`src/rtl/mul_ctrl.sv`:
```
// rtl/mul_ctrl.sv - multiplier sequencing controller with one-entry result cache and completion watchdog
module mul_ctrl #(
  parameter int MAX_CYCLES = 64
) (
  input  logic        clk,
  input  logic        reset_n,
  input  logic        req_valid,
  input  logic        req_sign0,
  input  logic        req_sign1,
  input  logic        req_hi,
  input  logic [31:0] req_m,
  input  logic [31:0] req_r,
  input  logic        flush,
  output logic        done,
  output logic [31:0] result,
  output logic        busy,
  output logic        err,
  output logic        core_go,
  output logic        core_sign0,
  output logic        core_sign1,
  output logic [31:0] core_m,
  output logic [31:0] core_r,
  input  logic        core_done,
  input  logic [63:0] core_result
);

  localparam int CW = $clog2(MAX_CYCLES + 1);
  localparam logic [CW-1:0] CNT_LAST = CW'(MAX_CYCLES - 1);

  typedef enum logic [1:0] {
    IDLE  = 2'd0,
    RUN   = 2'd1,
    DRAIN = 2'd2
  } state_t;

  state_t        state;
  state_t        state_nxt;
  logic [CW-1:0] cnt;

  logic          lat_sign0;
  logic          lat_sign1;
  logic [31:0]   lat_m;
  logic [31:0]   lat_r;

  logic          c_valid;
  logic          c_sign0;
  logic          c_sign1;
  logic [31:0]   c_m;
  logic [31:0]   c_r;
  logic [63:0]   c_prod;

  logic          err_q;

  logic          hit;
  logic          start;
  logic          timeout;
  logic          cache_wr;

  // The cache tag includes both signedness bits so MUL/MULHU pairs never alias.
  assign hit = c_valid & (req_m == c_m) & (req_r == c_r)
             & (req_sign0 == c_sign0) & (req_sign1 == c_sign1);

  assign start    = (state == IDLE) & req_valid & ~flush & ~hit;
  // Watchdog counts every cycle the core owes us a completion, including DRAIN.
  assign timeout  = ((state == RUN) | (state == DRAIN)) & ~core_done & (cnt == CNT_LAST);
  // A flushed op never reaches the cache, even when core_done lands in the flush cycle.
  assign cache_wr = (state == RUN) & core_done & ~flush;

  assign core_sign0 = lat_sign0;
  assign core_sign1 = lat_sign1;
  assign core_m     = lat_m;
  assign core_r     = lat_r;
  assign err        = err_q;

  // State register.
  always_ff @(posedge clk) begin
    if (!reset_n) begin
      state <= IDLE;
    end else begin
      state <= state_nxt;
    end
  end

  // Next-state selection; a flush only diverts to DRAIN because the core cannot be aborted.
  always_comb begin
    state_nxt = state;
    case (state)
      IDLE: begin
        if (start) begin
          state_nxt = RUN;
        end
      end
      RUN: begin
        if (core_done || timeout) begin
          state_nxt = IDLE;
        end else if (flush) begin
          state_nxt = DRAIN;
        end
      end
      DRAIN: begin
        if (core_done || timeout) begin
          state_nxt = IDLE;
        end
      end
      default: state_nxt = IDLE;
    endcase
  end

  // Outputs: start pulse on the first RUN cycle, zero-latency answer on a cache hit.
  always_comb begin
    busy    = (state != IDLE);
    core_go = (state == RUN) && (cnt == '0);
    done    = req_valid & ~flush & hit & (state == IDLE);
    result  = req_hi ? c_prod[63:32] : c_prod[31:0];
  end

  // Operand latch, cycle counter, result cache and sticky watchdog error.
  always_ff @(posedge clk) begin
    if (!reset_n) begin
      cnt       <= '0;
      lat_sign0 <= 1'b0;
      lat_sign1 <= 1'b0;
      lat_m     <= '0;
      lat_r     <= '0;
      c_valid   <= 1'b0;
      c_sign0   <= 1'b0;
      c_sign1   <= 1'b0;
      c_m       <= '0;
      c_r       <= '0;
      c_prod    <= '0;
      err_q     <= 1'b0;
    end else begin
      if (start) begin
        lat_sign0 <= req_sign0;
        lat_sign1 <= req_sign1;
        lat_m     <= req_m;
        lat_r     <= req_r;
        cnt       <= '0;
      end else if (state != IDLE) begin
        cnt <= cnt + CW'(1);
      end
      if (cache_wr) begin
        c_valid <= 1'b1;
        c_sign0 <= lat_sign0;
        c_sign1 <= lat_sign1;
        c_m     <= lat_m;
        c_r     <= lat_r;
        c_prod  <= core_result;
      end
      if (timeout) begin
        err_q <= 1'b1;
      end
    end
  end

endmodule

```
`config.mk`:
```
export PLATFORM = sky130hd
export DESIGN_NAME = mul_ctrl
export DESIGN_NICKNAME = d
export VERILOG_FILES = /design/src/rtl/mul_ctrl.sv
export SDC_FILE = /design/constraint.sdc
export NUM_CORES = 1
export LEC_CHECK = 0
export CAP_MARGIN = 20
export CORE_ASPECT_RATIO = 1.5
export CORE_UTILIZATION = 45
export CTS_CLUSTER_SIZE = 10
export DETAILED_ROUTE_END_ITERATION = 8
export PLACE_DENSITY = 0.85
export SLEW_MARGIN = 25
export SYNTH_ARGS = -nofsm -noshare
export SYNTH_HDL_FRONTEND = slang
export SYNTH_SLANG_ARGS = --single-unit
export TNS_END_PERCENT = 10
```
`constraint.sdc`:
```
create_clock -name clk -period 2.6 [get_ports clk]
set_input_delay 0.52 -clock clk [delete_from_list [all_inputs] [get_ports clk]]
set_output_delay 0.52 -clock clk [all_outputs]
set_load 0.03 [all_outputs]
```
==> impl_metrics.csv, run 1 <==
group,metric,value,unit
clock_tree,cts_root_buf,"clkbuf_16",
flow_run,maxCapViolations,0,
logic_synthesis,postSynthAreaPerCell,8.208,µm²
place,placed_area,13430,µm²
run_status,violations,"setup timing",
logic_synthesis,yosys_register_bits,207,
logic_synthesis,yosys.area.top_type_share,0.3950,
place,place_congestion,0.8938,
clock_tree,insertion_delay,0.51,ns
pwr,p_per_area,542.4,nW/µm²
pwr,p_leak,5.151,nW
setup_path,cp-end-kind,"primary output",
logic_synthesis,yosys.area_share.simple,0.3564,
clock_tree,clkTransAtPathRegs,0.06,ns
logic_synthesis,seq_area_frac_synth,0.3950,
cells_and_area,postLayoutCellArea,14160,µm²
place,io_buffer_count,237,
sta,finalClockSkew,0.006133,ns
route,firstDrtPassIters,5,
setup_path,cp_cell_sequence,"clkdlybuf4s50_1, xor2_1, nor4_2, buf_4, nand4_1, nor4_4, nand4_1, nor2_4, buf_6",
logic_synthesis,synth_mux_area_frac,0.03531,
logic_synthesis,synth_edf_count,0,
floorplanning,die_x,126.7,µm
logic_synthesis,synth.cell_area,10490,µm²
global_route,grt_usage,0.2678,
floorplanning,dieArea,23940,µm²
route,avgRoutedWirePerCell,18.92,µm
clock_tree,ctsHoldBuffers,0,
global_route,grt-ovfl-total,0,
cells_and_area,drive_gt1_frac,0.1095,
sta,rsz0062_at_grt,"true",
route,wl,33500,µm
logic_synthesis,synth_compound_area_frac,0.1054,
clock_tree,cts_sinks,207,
pwr,irDropWorstVdd,402.7,µV
cells_and_area,mostFrequentLayoutCells,"nand2_1, nand4_1, dfxtp_1, clkdlybuf4s50_1, a21boi_0",
global_route,grt_pass1_vias,10160,
clock_tree,clockBufferDepth,3,
setup_path,worstPathRequired,2.08,ns
sta,hold_viol,0,
logic_synthesis,async_reset_ff_frac,0,
logic_synthesis,synth-main-ff-cell,"dfxtp_1",
logic_synthesis,synth.distinct_cells,45,
global_route,grt_first_pass_wirelength,51560,µm
run_status,status,"complete, but fails checks",
setup_path,cp_top_family,"simple AND/OR/NAND/NOR gates",
logic_synthesis,netlist_instances,1278,
worst_hold_path,min_path_type,"in2reg",
logic_synthesis,synth_top_cell_by_area,"dfxtp_1",
clock_tree,tritoncts,"built",
pwr,finalPower,7.679,mW
setup_path,crit_path_start_kind,"input pin",
route,drcViolationCount,0,
clock_tree,htreeDepth,1,
logic_synthesis,yosys_warnings,0,
sta,setup_ws,-0.5952,ns
logic_synthesis,yosys.area_share.xor_xnor,0.04509,
route,routed_via_density,6.058,
logic_synthesis,synth_area_leaders,"dfxtp_1, nand4_1, nand2_1",
route,ant_nets,0,
logic_synthesis,synth-adder-area-share,0.005964,
cells_and_area,nets,1629,
logic_synthesis,synth_top_family_by_area,"simple AND/OR/NAND/NOR gates",
sta,fin_setup_tns,-8.580,ns
sta,finalCriticalPeriod,3.195,ns
sta,slew_viol_final,0,
clock_tree,cts_setup_buffers,0,
floorplanning,placementRows,68,
logic_synthesis,synth_nets,1419,
setup_path,slowest_delay,0.45,ns
cells_and_area,layout_commonest_cell,"nand2_1",
place,dpl.hpwl,22540,µm
sta,tightest_slew,0.7090,ns
sta,finalSetupViolCount,70,
setup_path,path_buf_inv,3,
sta,fin_crit_sh,1.229,
global_route,antenna_found_initial,2,
route,drtIter0Drc,744,
cells_and_area,area_delta_synth_final,34.97,%
setup_path,critical-path-slowest-cell,"clkdlybuf4s50_1",
place,dp_slack,-0.8668,ns
floorplanning,ioPinCount,238,
setup_path,worstPathArrival,2.68,ns
floorplanning,fp.coreArea,22970,µm²
sta,slew_headroom,0.5273,
sta,fmax,313.0,MHz
setup_path,worstSetupPathType,"in2out",
global_route,grt_max_degree,95,
clock_tree,cts_made_buffers,24,
route,vias,10730,
setup_path,crit_fanout,2,
setup_path,cpMostUsedCell,"nand4_1",
floorplanning,die_h,189.0,µm
floorplanning,start_util,0.4566,
cells by family (layout without fill, tap and decap cells):
kind of cell,count (synthesis),in the layout
AO/OA/AOI/OAI,145,145
XOR/XNOR,54,54
adder cells (fa/ha/maj),5,5
buffers and inverters,142,353
flip-flops,207,207
multiplexers,33,33
other,0,2
AND/OR/NAND/NOR,692,692
metal layers:
metal | wire [µm] | vias to the layer above | track usage
met3 | 2717 | 117 | 0.04775
met4 | 2269 | 0 | 0.1845
li1 | - | 5028 | -
met5 | 0 | - | 0
met1 | 12180 | 5030 | 0.2897
met2 | 16330 | 554 | 0.4726
sequential cells by signal (all words and copies together) (netlist names):
register	flops
c_valid	1
c_prod	64
c_r	32
core_sign1	1
core_m	32
c_m	32
err	1
cnt	7
state	2
core_sign0	1
c_sign1	1
c_sign0	1
core_r	32
per-stage QoR:
step | cells | hold WS (ns) | utilization
final | 1771 | 0.4089 | 0.6163
after global routing | 1771 | 0.4004 | 0.6163
after CTS | 1769 | 0.4256 | 0.6152
after detailed placement | 1741 | 0.4538 | 0.5844
after global placement | 1741 | 0.4475 | 0.5844
after floorplan | 1278 | 0.4400 | -
synth_stat cells, types with 3 or more instances:
library cell	n
nand2_1	269
dfxtp_1	207
nand4_1	207
a21boi_0	130
clkbuf_1	110
nand3_1	72
nand4b_1	67
xor2_1	42
mux2_2	32
nor2b_1	20
inv_1	13
nor2_1	13
nor4_1	12
xnor2_1	12
nand2b_1	9
buf_2	5
buf_4	5
buf_6	5
ha_1	5
buf_1	4
nor3_1	4
or4_1	4
nor3b_1	3
o2111a_1	3
worst min-delay path, stage by stage:
cell	delay [ns]
dlymetal6s2s_1	0.16
nand4b_1	0.12
nand4_1	0.08
report_power, final:
group	internal (mW)	total (mW)	leakage (nW)	switching, mW
Clock	1.71	2.95	0.316	1.24
Sequential	3.30	3.43	1.68	0.130
Combinational	0.584	1.29	3.15	0.709
layout make-up:
class | count | area (µm²)
tap | 280 | 350.3
fill | 1934 | 8813
inverter | 13 | 48.80
multi-input combinational | 929 | 5864
antenna | 2 | 5.005
clock buffer | 27 | 643.1
sequential | 207 | 4145
timing repair buffer | 313 | 3102
final timing paths:
check                                start         end  slack, ns  depth (start not counted)
worst min-delay path             req_r[11]  core_r[11]       0.41                          3
worst max register to register     c_r[11]  core_m[21]      -0.01                          9
worst min register to register  c_prod[19]  c_prod[19]       0.46                          2
worst max-delay path             req_r[13]        done      -0.60                          9
what timing repair did:
item	CTS	global route
gates cloned	1	0
pin swaps	11	7
hold endpoints to repair	0	0
endpoints found under the setup margin	106	75
resized for setup	53	6
Power figures use the tool's default switching activity.
==> inputs of run 2 (changes only) <==
Settings changed: CORE_UTILIZATION 45 to 44, PLACE_DENSITY 0.85 to 0.8.
Clock period 2.6 ns to 3.5 ns, I/O delays scaled along.
==> run 2 against run 1 <==
Net effect:
- clock skew up 0.0052 ns
- register-to-register slack better by 0.73 ns
- global-route usage down 0.59 points
- critical path type is now reg2out
- die area up 2.2%
- the run now ends clean
- largest cell class unchanged
- final area down 1.3%
- sequential cell count unchanged
- first-iteration DRC count up 3.1%
- cell count unchanged
- total power down 26%
- highest routed layer unchanged
==> impl_metrics.csv, run 2 (synthesis gave the netlist of run 1 again) <==
group,metric,value,unit
clock_tree,cts_root_buf,"clkbuf_16",
floorplanning,ioPinCount,238,
run_status,status,"complete, no violations",
route,avgRoutedWirePerCell,18.72,µm
place,placed_area,13170,µm²
global_route,grt_usage,0.2619,
global_route,grt_max_degree,118,
flow_run,maxCapViolations,0,
setup_path,cp_cell_sequence,"xor2_1, or4_4, or4b_4, nor3_2, nand4_1, nor2_1, buf_4",
floorplanning,start_util,0.4516,
pwr,p_leak,4.922,nW
route,vias,10400,
global_route,grt-ovfl-total,0,
cells_and_area,nets,1595,
sta,finalClockSkew,0.01134,ns
setup_path,critical-path-slowest-cell,"or4_4",
route,firstDrtPassIters,7,
place,place_inst,1742,
clock_tree,clockBufferDepth,3,
setup_path,worstPathArrival,2.70,ns
clock_tree,cts_made_buffers,24,
cells_and_area,fin_util,0.6018,
setup_path,crit_path_start_kind,"flip-flop",
place,dpl.hpwl,21840,µm
route,routed_via_density,5.871,
route,wl,33160,µm
global_route,grt_pass1_vias,9760,
clock_tree,cts_sinks,207,
cells_and_area,area_delta_synth_final,33.25,%
floorplanning,die_x,128.1,µm
sta,fin_crit_sh,0.9726,
pwr,irDropWorstVdd,387.3,µV
floorplanning,dieArea,24470,µm²
cells_and_area,final_cells,1771,
sta,finalCriticalPeriod,3.404,ns
setup_path,worstPathRequired,2.80,ns
clock_tree,ctsHoldBuffers,0,
floorplanning,fp.coreArea,23230,µm²
sta,fmax,293.8,MHz
clock_tree,htreeDepth,1,
place,place_congestion,0.8596,
sta,slew_headroom,0.4032,
sta,finalSetupViolCount,0,
route,drtIter0Drc,767,
clock_tree,tritoncts,"built",
floorplanning,die_h,191.1,µm
floorplanning,placementRows,68,
route,drcViolationCount,0,
setup_path,crit_fanout,4,
sta,slew_viol_final,0,
cells_and_area,drive_gt1_frac,0.09347,
clock_tree,clkTransAtPathRegs,0.05,ns
pwr,p_per_area,407.7,nW/µm²
route,ant_nets,0,
sta,hold_viol,0,
setup_path,cp_top_family,"simple AND/OR/NAND/NOR gates",
pwr,finalPower,5.699,mW
setup_path,worstSetupPathType,"reg2out",
setup_path,path_buf_inv,1,
cells_and_area,seqCellArea,4145,µm²
clock_tree,insertion_delay,0.52,ns
cells_and_area,multi_input_area,5912,µm²
place,io_buffer_count,237,
cells_and_area,largest_reg_flops,64,
setup_path,slowest_delay,0.54,ns
cells_and_area,largest-register,"c_prod",
global_route,antenna_found_initial,1,
cells_and_area,postLayoutCellArea,13980,µm²
worst_hold_path,min_path_type,"reg2reg",
cells_and_area,mostFrequentLayoutCells,"nand2_1, clkdlybuf4s50_1, nand4_1, dfxtp_1, a21boi_0",
global_route,grt_first_pass_wirelength,51330,µm
sta,tightest_slew,0.8952,ns
cells_and_area,fillers,2018,
cells_and_area,layout_commonest_cell,"nand2_1",
setup_path,cp-end-kind,"primary output",
run 2: changes by cell type in the layout (fill, tap and decap cells not counted), sizes merged:
| cell | change |
|---|---|
| clkbuf | +3 |
| buf | -34 |
| dlygate4sd2 | -37 |
| clkdlybuf4s50 | +22 |
| diode | -1 |
| bufbuf | -1 |
| dlymetal6s2s | +13 |
run 2: power by group:
group          switching, mW  total (mW)  internal (mW)
Combinational          0.523       0.939          0.416
Sequential            0.0960        2.55           2.45
Clock                  0.940        2.21           1.27
Total                   1.56        5.70           4.14
run 2: metrics by stage:
step | setup slack, ns | hold WS (ns) | setup TNS (ns)
finish | 0.09607 | 0.4597 | 0
floorplan | 0.1776 | 0.4400 | 0
CTS | 0.0004532 | 0.4636 | 0
detailed placement | -0.4009 | 0.4529 | -3.964
global route | -0.01111 | 0.4775 | -0.01111
global placement | -0.3613 | 0.4476 | -2.486
run 2: cell type report:
| type | count | area share |
|---|---|---|
| inverters | 13 | 0.003491 |
| well taps | 315 | 0.02820 |
| multi-input cells | 929 | 0.4229 |
| repair buffers | 279 | 0.2026 |
| diodes | 1 | 0.0001790 |
| clock buffers | 27 | 0.04601 |
| flip-flops and latches | 207 | 0.2965 |
run 2: final timing paths:
check | start | end | slack [ns] | depth (start not counted)
worst max register to register | c_m[12] | core_r[27] | 0.72 | 9
worst min-delay path | c_prod[11] | c_prod[11] | 0.46 | 2
worst max-delay path | c_sign0 | done | 0.1 | 7
worst min register to register | c_prod[11] | c_prod[11] | 0.46 | 2
run 2: routing by layer:
layer / up-vias / GRT usage / share of wire
li1: 4950 / - / -
met1: 4884 / 0.3073 / 0.39
met2: 474 / 0.4597 / 0.49
met3: 90 / 0.04170 / 0.068
met4: 0 / 0.1285 / 0.051
met5: - / 0 / 0
run 2: timing repair:
item | in CTS | in global routing
setup buffers | 1 | 0
endpoints found under the setup margin | 1 | 1
resized for setup | 12 | 40
endpoints found under the hold margin | 0 | 0
pin swaps | 8 | 16
run 2: worst reg2reg max path, delay by kind of cell, from the launching register on:
kind / cells / cell delay (ns)
simple gates: 5 / 1.09
buf+inv: 3 / 0.98
flops: 1 / 0.36
xor+xnor: 1 / 0.22
==> inputs of run 3 (changes only) <==
Settings changed: CAP_MARGIN 20 to 30.
==> results of run 3 <==
The final DEF is identical to that of run 2; final timing and power are the same.
